`src/rtl/apb_vgachargen_bridge.sv`:
```
// APB3/APB4 completer for the vgachargen char map, colour map and font memories.
// Registered address/data/strobes, single-cycle write pulse, fixed 1-cycle read latency.
module apb_vgachargen_bridge #(
    parameter int unsigned MAP_WORDS       = 600,
    parameter int unsigned CH_T_ADDR_WIDTH = 10,
    parameter int unsigned CH_T_DATA_WIDTH = 32
) (
    input  logic                       clk_i,
    input  logic                       rst_i,
    input  logic                       psel_i,
    input  logic                       penable_i,
    input  logic                       pwrite_i,
    input  logic [31:0]                paddr_i,
    input  logic [31:0]                pwdata_i,
    input  logic [3:0]                 pstrb_i,
    output logic                       pready_o,
    output logic [31:0]                prdata_o,
    output logic                       pslverr_o,
    output logic [9:0]                 char_map_addr_o,
    output logic                       char_map_we_o,
    output logic [3:0]                 char_map_be_o,
    output logic [31:0]                char_map_wdata_o,
    input  logic [31:0]                char_map_rdata_i,
    output logic [9:0]                 col_map_addr_o,
    output logic                       col_map_we_o,
    output logic [3:0]                 col_map_be_o,
    output logic [31:0]                col_map_wdata_o,
    input  logic [31:0]                col_map_rdata_i,
    output logic [CH_T_ADDR_WIDTH-1:0] char_tiff_addr_o,
    output logic                       char_tiff_we_o,
    output logic [CH_T_DATA_WIDTH-1:0] char_tiff_wdata_o,
    input  logic [CH_T_DATA_WIDTH-1:0] char_tiff_rdata_i
);

    localparam int unsigned FONT_WORDS = 1 << CH_T_ADDR_WIDTH;

    typedef enum logic [2:0] {
        IDLE,
        WR_ACC,
        RD_WAIT,
        RD_ACC,
        ERR_ACC
    } state_t;

    typedef enum logic [1:0] {
        RGN_CHAR,
        RGN_COL,
        RGN_FONT,
        RGN_NONE
    } region_t;

    state_t  state_q, state_d;
    region_t rgn_q, dec_rgn;

    logic       setup;
    logic       dec_err;
    logic [9:0] map_idx;
    logic [10:0] font_off;

    logic [9:0]                 char_addr_q, col_addr_q;
    logic [3:0]                 char_be_q, col_be_q;
    logic [31:0]                char_wdata_q, col_wdata_q;
    logic [CH_T_ADDR_WIDTH-1:0] font_addr_q;
    logic [CH_T_DATA_WIDTH-1:0] font_wdata_q;

    assign setup    = psel_i & ~penable_i;
    assign map_idx  = paddr_i[11:2];
    // Font region spans 0x2000-0x3FFF; bound-check the word offset within it.
    assign font_off = paddr_i[12:2];

    always_comb begin
        dec_rgn = RGN_NONE;
        if (paddr_i[31:14] == '0) begin
            case (paddr_i[13:12])
                2'b00:   dec_rgn = RGN_CHAR;
                2'b01:   dec_rgn = RGN_COL;
                default: dec_rgn = RGN_FONT;
            endcase
        end
    end

    always_comb begin
        dec_err = 1'b0;
        if (paddr_i[1:0] != 2'b00) begin
            dec_err = 1'b1;
        end
        case (dec_rgn)
            RGN_CHAR, RGN_COL: begin
                if (32'(map_idx) >= MAP_WORDS) dec_err = 1'b1;
            end
            RGN_FONT: begin
                if (32'(font_off) >= FONT_WORDS) dec_err = 1'b1;
                if (pwrite_i && (pstrb_i != 4'hF)) dec_err = 1'b1;
            end
            default: dec_err = 1'b1;
        endcase
    end

    always_ff @(posedge clk_i or negedge rst_i) begin
        if (!rst_i) begin
            state_q <= IDLE;
            rgn_q   <= RGN_NONE;
        end else begin
            state_q <= state_d;
            if ((state_q == IDLE) && setup) begin
                rgn_q <= dec_rgn;
            end
        end
    end

    // Only the selected region's registers move; the others keep their last value.
    always_ff @(posedge clk_i or negedge rst_i) begin
        if (!rst_i) begin
            char_addr_q  <= '0;
            char_be_q    <= '0;
            char_wdata_q <= '0;
            col_addr_q   <= '0;
            col_be_q     <= '0;
            col_wdata_q  <= '0;
            font_addr_q  <= '0;
            font_wdata_q <= '0;
        end else if ((state_q == IDLE) && setup && !dec_err) begin
            case (dec_rgn)
                RGN_CHAR: begin
                    char_addr_q <= map_idx;
                    if (pwrite_i) begin
                        char_be_q    <= pstrb_i;
                        char_wdata_q <= pwdata_i;
                    end
                end
                RGN_COL: begin
                    col_addr_q <= map_idx;
                    if (pwrite_i) begin
                        col_be_q    <= pstrb_i;
                        col_wdata_q <= pwdata_i;
                    end
                end
                RGN_FONT: begin
                    font_addr_q <= paddr_i[CH_T_ADDR_WIDTH+1:2];
                    if (pwrite_i) begin
                        font_wdata_q <= pwdata_i[CH_T_DATA_WIDTH-1:0];
                    end
                end
                default: ;
            endcase
        end
    end

    always_comb begin
        state_d        = state_q;
        pready_o       = 1'b0;
        pslverr_o      = 1'b0;
        prdata_o       = '0;
        char_map_we_o  = 1'b0;
        col_map_we_o   = 1'b0;
        char_tiff_we_o = 1'b0;
        case (state_q)
            IDLE: begin
                if (setup) begin
                    if (dec_err)       state_d = ERR_ACC;
                    else if (pwrite_i) state_d = WR_ACC;
                    else               state_d = RD_WAIT;
                end
            end
            WR_ACC: begin
                pready_o       = 1'b1;
                char_map_we_o  = (rgn_q == RGN_CHAR);
                col_map_we_o   = (rgn_q == RGN_COL);
                char_tiff_we_o = (rgn_q == RGN_FONT);
                state_d        = IDLE;
            end
            RD_WAIT: begin
                state_d = psel_i ? RD_ACC : IDLE;
            end
            RD_ACC: begin
                if (psel_i) begin
                    pready_o = 1'b1;
                    case (rgn_q)
                        RGN_CHAR: prdata_o = char_map_rdata_i;
                        RGN_COL:  prdata_o = col_map_rdata_i;
                        RGN_FONT: prdata_o = 32'(char_tiff_rdata_i);
                        default:  prdata_o = '0;
                    endcase
                end
                state_d = IDLE;
            end
            ERR_ACC: begin
                pready_o  = 1'b1;
                pslverr_o = 1'b1;
                state_d   = IDLE;
            end
            default: state_d = IDLE;
        endcase
    end

    assign char_map_addr_o   = char_addr_q;
    assign char_map_be_o     = char_be_q;
    assign char_map_wdata_o  = char_wdata_q;
    assign col_map_addr_o    = col_addr_q;
    assign col_map_be_o      = col_be_q;
    assign col_map_wdata_o   = col_wdata_q;
    assign char_tiff_addr_o  = font_addr_q;
    assign char_tiff_wdata_o = font_wdata_q;

endmodule

```
`config.mk`:
```
export PLATFORM = sky130hd
export DESIGN_NAME = apb_vgachargen_bridge
export DESIGN_NICKNAME = d
export VERILOG_FILES = /design/src/rtl/apb_vgachargen_bridge.sv
export SDC_FILE = /design/constraint.sdc
export NUM_CORES = 1
export LEC_CHECK = 0
export BUFFER_PORTS_ARGS = -buffer_cell sky130_fd_sc_hd__buf_2
export CAP_MARGIN = 20
export CORE_ASPECT_RATIO = 0.75
export CORE_MARGIN = 3
export CORE_UTILIZATION = 40
export CTS_CLUSTER_SIZE = 40
export DETAILED_ROUTE_END_ITERATION = 16
export GPL_ROUTABILITY_DRIVEN = 1
export PLACE_DENSITY = 0.72
export SETUP_SLACK_MARGIN = 0.15
export SYNTH_ARGS = -nofsm -noshare
export SYNTH_HDL_FRONTEND = slang
export SYNTH_SLANG_ARGS = --single-unit
```
`constraint.sdc`:
```
create_clock -name clk_i -period 2.8 [get_ports clk_i]
set_input_delay 0.84 -clock clk_i [delete_from_list [all_inputs] [get_ports clk_i]]
set_output_delay 0.84 -clock clk_i [all_outputs]
set_load 0.005 [all_outputs]
```
==> Flow_metrics.wiki <==
{| class="wikitable"
! Metric !! Value
|-
| Antenna-violating nets left || 0
|-
| Number of buffers between clock root and the deepest sink || 2
|-
| M1 WL || 7.71 mm
|-
| Detailed-route wire length per cell || 18.5 microns
|-
| Smallest setup slack after layout || between 0.08 and 0.09 ns
|-
| Max_cap viols || 0
|-
| Critical Path RT || approximately 2.0 ns
|-
| Most common cell type on the critical path || sky130_fd_sc_hd__nor2_1
|-
| Number of synthesized flops with an enable pin || 0
|-
| Area occupied by registers || 0.00348 sq mm
|-
| Port bufs || 339
|-
| Clk_lat worst skew || 0.41 ns
|-
| Cell Int Power || roughly 0.0037 W
|-
| Number of optimization iterations in the first detailed-route pass || 4
|-
| Flip-flop and latch count after synthesis || 139
|-
| Layout Utilization || 59.8%
|-
| Post-synth net total || 662
|-
| Share of the yosys chip area belonging to registers || around 53%
|-
| Area of the mapped netlist || 0.00661 sq mm
|-
| Hold_buf cts || 0
|-
| Clock skew || 0.00776 ns
|-
| Final number of max-transition violations || 0
|-
| Data arrival time of the worst path || 1.87 ns
|-
| Slew Limit Headroom || 68.2%
|-
| Master of the slowest instance on the critical path || sky130_fd_sc_hd__dfstp_2
|-
| Worst setup slack after placement || -0.0921 ns
|-
| Fraction of layout cells with a size suffix above 1 || 60.9%
|-
| Finish-stage setup viols || 0
|-
| Critical-path cell list || buf_6 -> buf_16 -> mux2i_1 -> nor2_1 -> a21oi_1 -> nor2_1 -> buf_2
|-
| Die Wd || 154 microns
|-
| Met2 WL || ~10 mm
|-
| Largest net degree at the start of global routing || 50
|-
| Clock transition at the register clock pins on the worst setup and hold paths after CTS || 0.06 ns
|-
| Power density over the cells || 482 mW/mm^2
|-
| Sink Count || 139
|-
| Count of unique library cells instantiated by Yosys || 41
|-
| Vias per Instance || 4.94
|-
| GR Util All Layers || 21.8%
|-
| Net Switching || 0.000991 W
|-
| Die height || 117 microns
|-
| Portion of total power attributed to combinational logic || under 10%
|-
| H-tree depth reported by CTS || 4
|-
| Max FO, Critical Path || 9
|-
| Instance count of the mapped netlist || between 400 and 500
|-
| Std-Cell Core Area || around 0.016 sq mm
|-
| Area growth, synth to finish || 45.9%
|-
| Total Routed Length || 20.0 mm
|-
| Met3 layer wire length in the routed design || between 1.5 and 2 mm
|-
| Detailed placer's ending HPWL || 15.0 mm
|-
| Warnings, synthesis || 0
|-
| Cell Rows || 40
|-
| Vias in the first global route || 5,596
|-
| Final weighted congestion of routability-driven global placement || 0.938
|-
| Clock network fraction of total power || roughly half
|-
| Maximum cell stage delay along the critical path || 0.57 ns
|-
| Overall via count from detail_route || 5,340
|-
| Filler Cells Inserted || 1,350
|-
| Worst min-delay path category || in -> async
|-
| LEAKAGE || 5.59 nW
|-
| Total congestion overflow || 0
|-
| Number of design-rule violations left by the first detailed-router iteration || 237
|-
| Part of the cycle the worst path needs || 96.8%
|-
| Number of CTS-inserted buffers || 17
|-
| Number of top-level pins || 340
|-
| Crit. End Element || output pin
|-
| Proportion of register bits with asynchronous set or reset after synthesis || 100%
|-
| First-pass GRT wire length || 30.9 mm
|-
| Total power consumption of the routed design || 0.00464 W
|-
| Initial core utilization || 41.0%
|-
| Hold violation total from the final report || 0
|-
| Final critical path time including I/O delays and setup || about 2.7 ns
|-
| Clock tree from TritonCTS || done
|-
| Prevailing post-synth register cell || sky130_fd_sc_hd__dfrtp_1
|-
| Initial antenna violation count || 2
|-
| Slew at the pin with the worst max-slew slack || approximately 0.47 ns
|-
| CP startpoint kind || flip-flop
|-
| DRC || 0
|-
| Timing-limited maximum frequency || ~370 MHz
|-
| DIE AREA || ~0.018 sq mm
|-
| Net switching share of the total power || 21.3%
|-
| Area of combinational cells with multiple inputs || 0.00306 sq mm
|-
| Result of the run || complete, no violations
|-
| Count of nets after finishing || 1,025
|-
| Synthesized area per cell || 13.4 sq um
|-
| Crit Path Class || reg -> out
|-
| Proportion of power drawn by flip-flops and latches || 43.3%
|-
| Top metal layer carrying routed signals || met4
|-
| Unrepaired setup endpoints after global routing || true
|-
| Highest ir drop seen on vdd || 531 uV
|-
| Clock root buffer master || sky130_fd_sc_hd__clkbuf_16
|}
==> flip-flops by register name, summed over array words and instances, names as in the netlist <==
| register | count |
|---|---|
| rgn_q | 2 |
| char_tiff_addr_o | 10 |
| col_map_wdata_o | 32 |
| col_map_be_o | 4 |
| char_map_wdata_o | 32 |
| char_tiff_wdata_o | 32 |
| col_map_addr_o | 10 |
| char_map_be_o | 4 |
| char_map_addr_o | 10 |
| state_q | 3 |
==> metrics by stage <==
step	std cells	hold WS (ns)	setup TNS, ns	cell area [sq um]
after floorplan	493	0.489	0	6610
after global placement	1031	0.470	-1.72	8600
after detailed placement	1032	0.475	-1.74	8630
after CTS	1075	0.351	0	9510
after global routing	1081	0.355	-0.357	9640
final	1081	0.351	0	9640
==> repair_timing <==
action / 4_1_cts / 5_1_grt
setup endpoints to repair: 34 / 33
pin swaps: 0 / 2
setup buffers: 7 / 3
gates resized for setup: 23 / 16
gates cloned: 4 / 1
==> logic make-up after synthesis <==
| group | synth area share [%] |
|---|---|
| AOI/OAI and AO/OA | 5.83 |
| buffers and inverters | 3.12 |
| DFF | 52.7 |
| muxes | 31.1 |
| and+or+nand+nor | 7.27 |
==> Yosys cell counts, types with 4 or more instances <==
cell	number	area [sq um]
sky130_fd_sc_hd__mux2_2	34	383
sky130_fd_sc_hd__clkbuf_1	10	37.5
sky130_fd_sc_hd__nand2_1	5	18.8
sky130_fd_sc_hd__buf_2	6	30.0
sky130_fd_sc_hd__mux2_4	60	901
sky130_fd_sc_hd__nor2_1	72	270
sky130_fd_sc_hd__a21oi_1	35	175
sky130_fd_sc_hd__mux2i_1	32	320
sky130_fd_sc_hd__mux2_1	40	450
sky130_fd_sc_hd__dfrtp_1	137	3430
sky130_fd_sc_hd__buf_6	10	113
sky130_fd_sc_hd__buf_1	4	15.0
==> metal layers <==
layer | GRT usage (%) | vias up
li1 | - | 2485
met4 | 8.11 | 0
met2 | 37.6 | 223
met3 | 6.93 | 28
met5 | 0 | -
met1 | 25.4 | 2604
==> power groups by stage <==
stage               registers, W  logic [W]  clock network (W)
finish                   0.00201   0.000255            0.00238
global route             0.00201   0.000283            0.00252
CTS                      0.00201   0.000250            0.00243
detailed placement       0.00205   0.000241                  0
global placement         0.00205   0.000238                  0
floorplan                0.00205  0.0000429                  0
==> path summary, 6_finish.rpt <==
kind	to	from	slack (ns)	cells after the start
hold reg to reg	col_map_wdata_o[11]$_DFFE_PN0P_	col_map_wdata_o[11]$_DFFE_PN0P_	0.48	1
setup reg to reg	char_tiff_wdata_o[1]$_DFFE_PN0P_	state_q[2]$_DFFE_PN0P_	0.67	5
setup / recovery	prdata_o[2]	rgn_q[1]$_DFFE_PN1P_	0.09	7
max in group asynchronous	char_tiff_wdata_o[13]$_DFFE_PN0P_	rst_i	1.74	2
min in group clk_i	col_map_wdata_o[11]$_DFFE_PN0P_	col_map_wdata_o[11]$_DFFE_PN0P_	0.48	1
hold / removal	col_map_be_o[0]$_DFFE_PN0P_	rst_i	0.35	1
==> worst max-delay path, delay by kind of cell, from the launching register on <==
kind	cells	cell delay [ns]
flops	1	0.57
buf+inv	3	0.39
mux	1	0.21
simple gates	2	0.16
compound gates	1	0.14
==> area by class of cell <==
type,instances,area share [%]
antenna,2,0.0519
clock buffer,19,4.59
clock inverter,13,1.93
inverter,3,0.117
multi-input combinational,321,31.7
sequential,139,36.1
tap,210,2.73
timing repair buffer,374,22.8
==> cell usage in the layout, fill, tap and decap left out, types with 3 or more instances in the layout <==
master                      synthesis  layout
sky130_fd_sc_hd__mux2_4            60      60
sky130_fd_sc_hd__nor2_1            72      68
sky130_fd_sc_hd__mux2_1            40      40
sky130_fd_sc_hd__mux2i_2            0       3
sky130_fd_sc_hd__nand2_1            5       5
sky130_fd_sc_hd__buf_12             0       8
sky130_fd_sc_hd__bufinv_16          0       4
sky130_fd_sc_hd__mux2_2            34      34
sky130_fd_sc_hd__dfrtp_1          137     137
sky130_fd_sc_hd__nor2_2             0       4
sky130_fd_sc_hd__nor3_1             3       3
sky130_fd_sc_hd__a21oi_1           35      33
sky130_fd_sc_hd__buf_4              0      19
sky130_fd_sc_hd__nor4_1             3       3
sky130_fd_sc_hd__clkbuf_16          0      18
sky130_fd_sc_hd__inv_6              0       4
sky130_fd_sc_hd__buf_2              6     338
sky130_fd_sc_hd__mux2i_4            0       8
sky130_fd_sc_hd__inv_1              3       3
sky130_fd_sc_hd__mux2i_1           32      21
sky130_fd_sc_hd__nor3b_1            3       3
sky130_fd_sc_hd__buf_16             0       5
sky130_fd_sc_hd__clkinv_2           0       3
No activity file was read; power rests on OpenSTA's default activity.
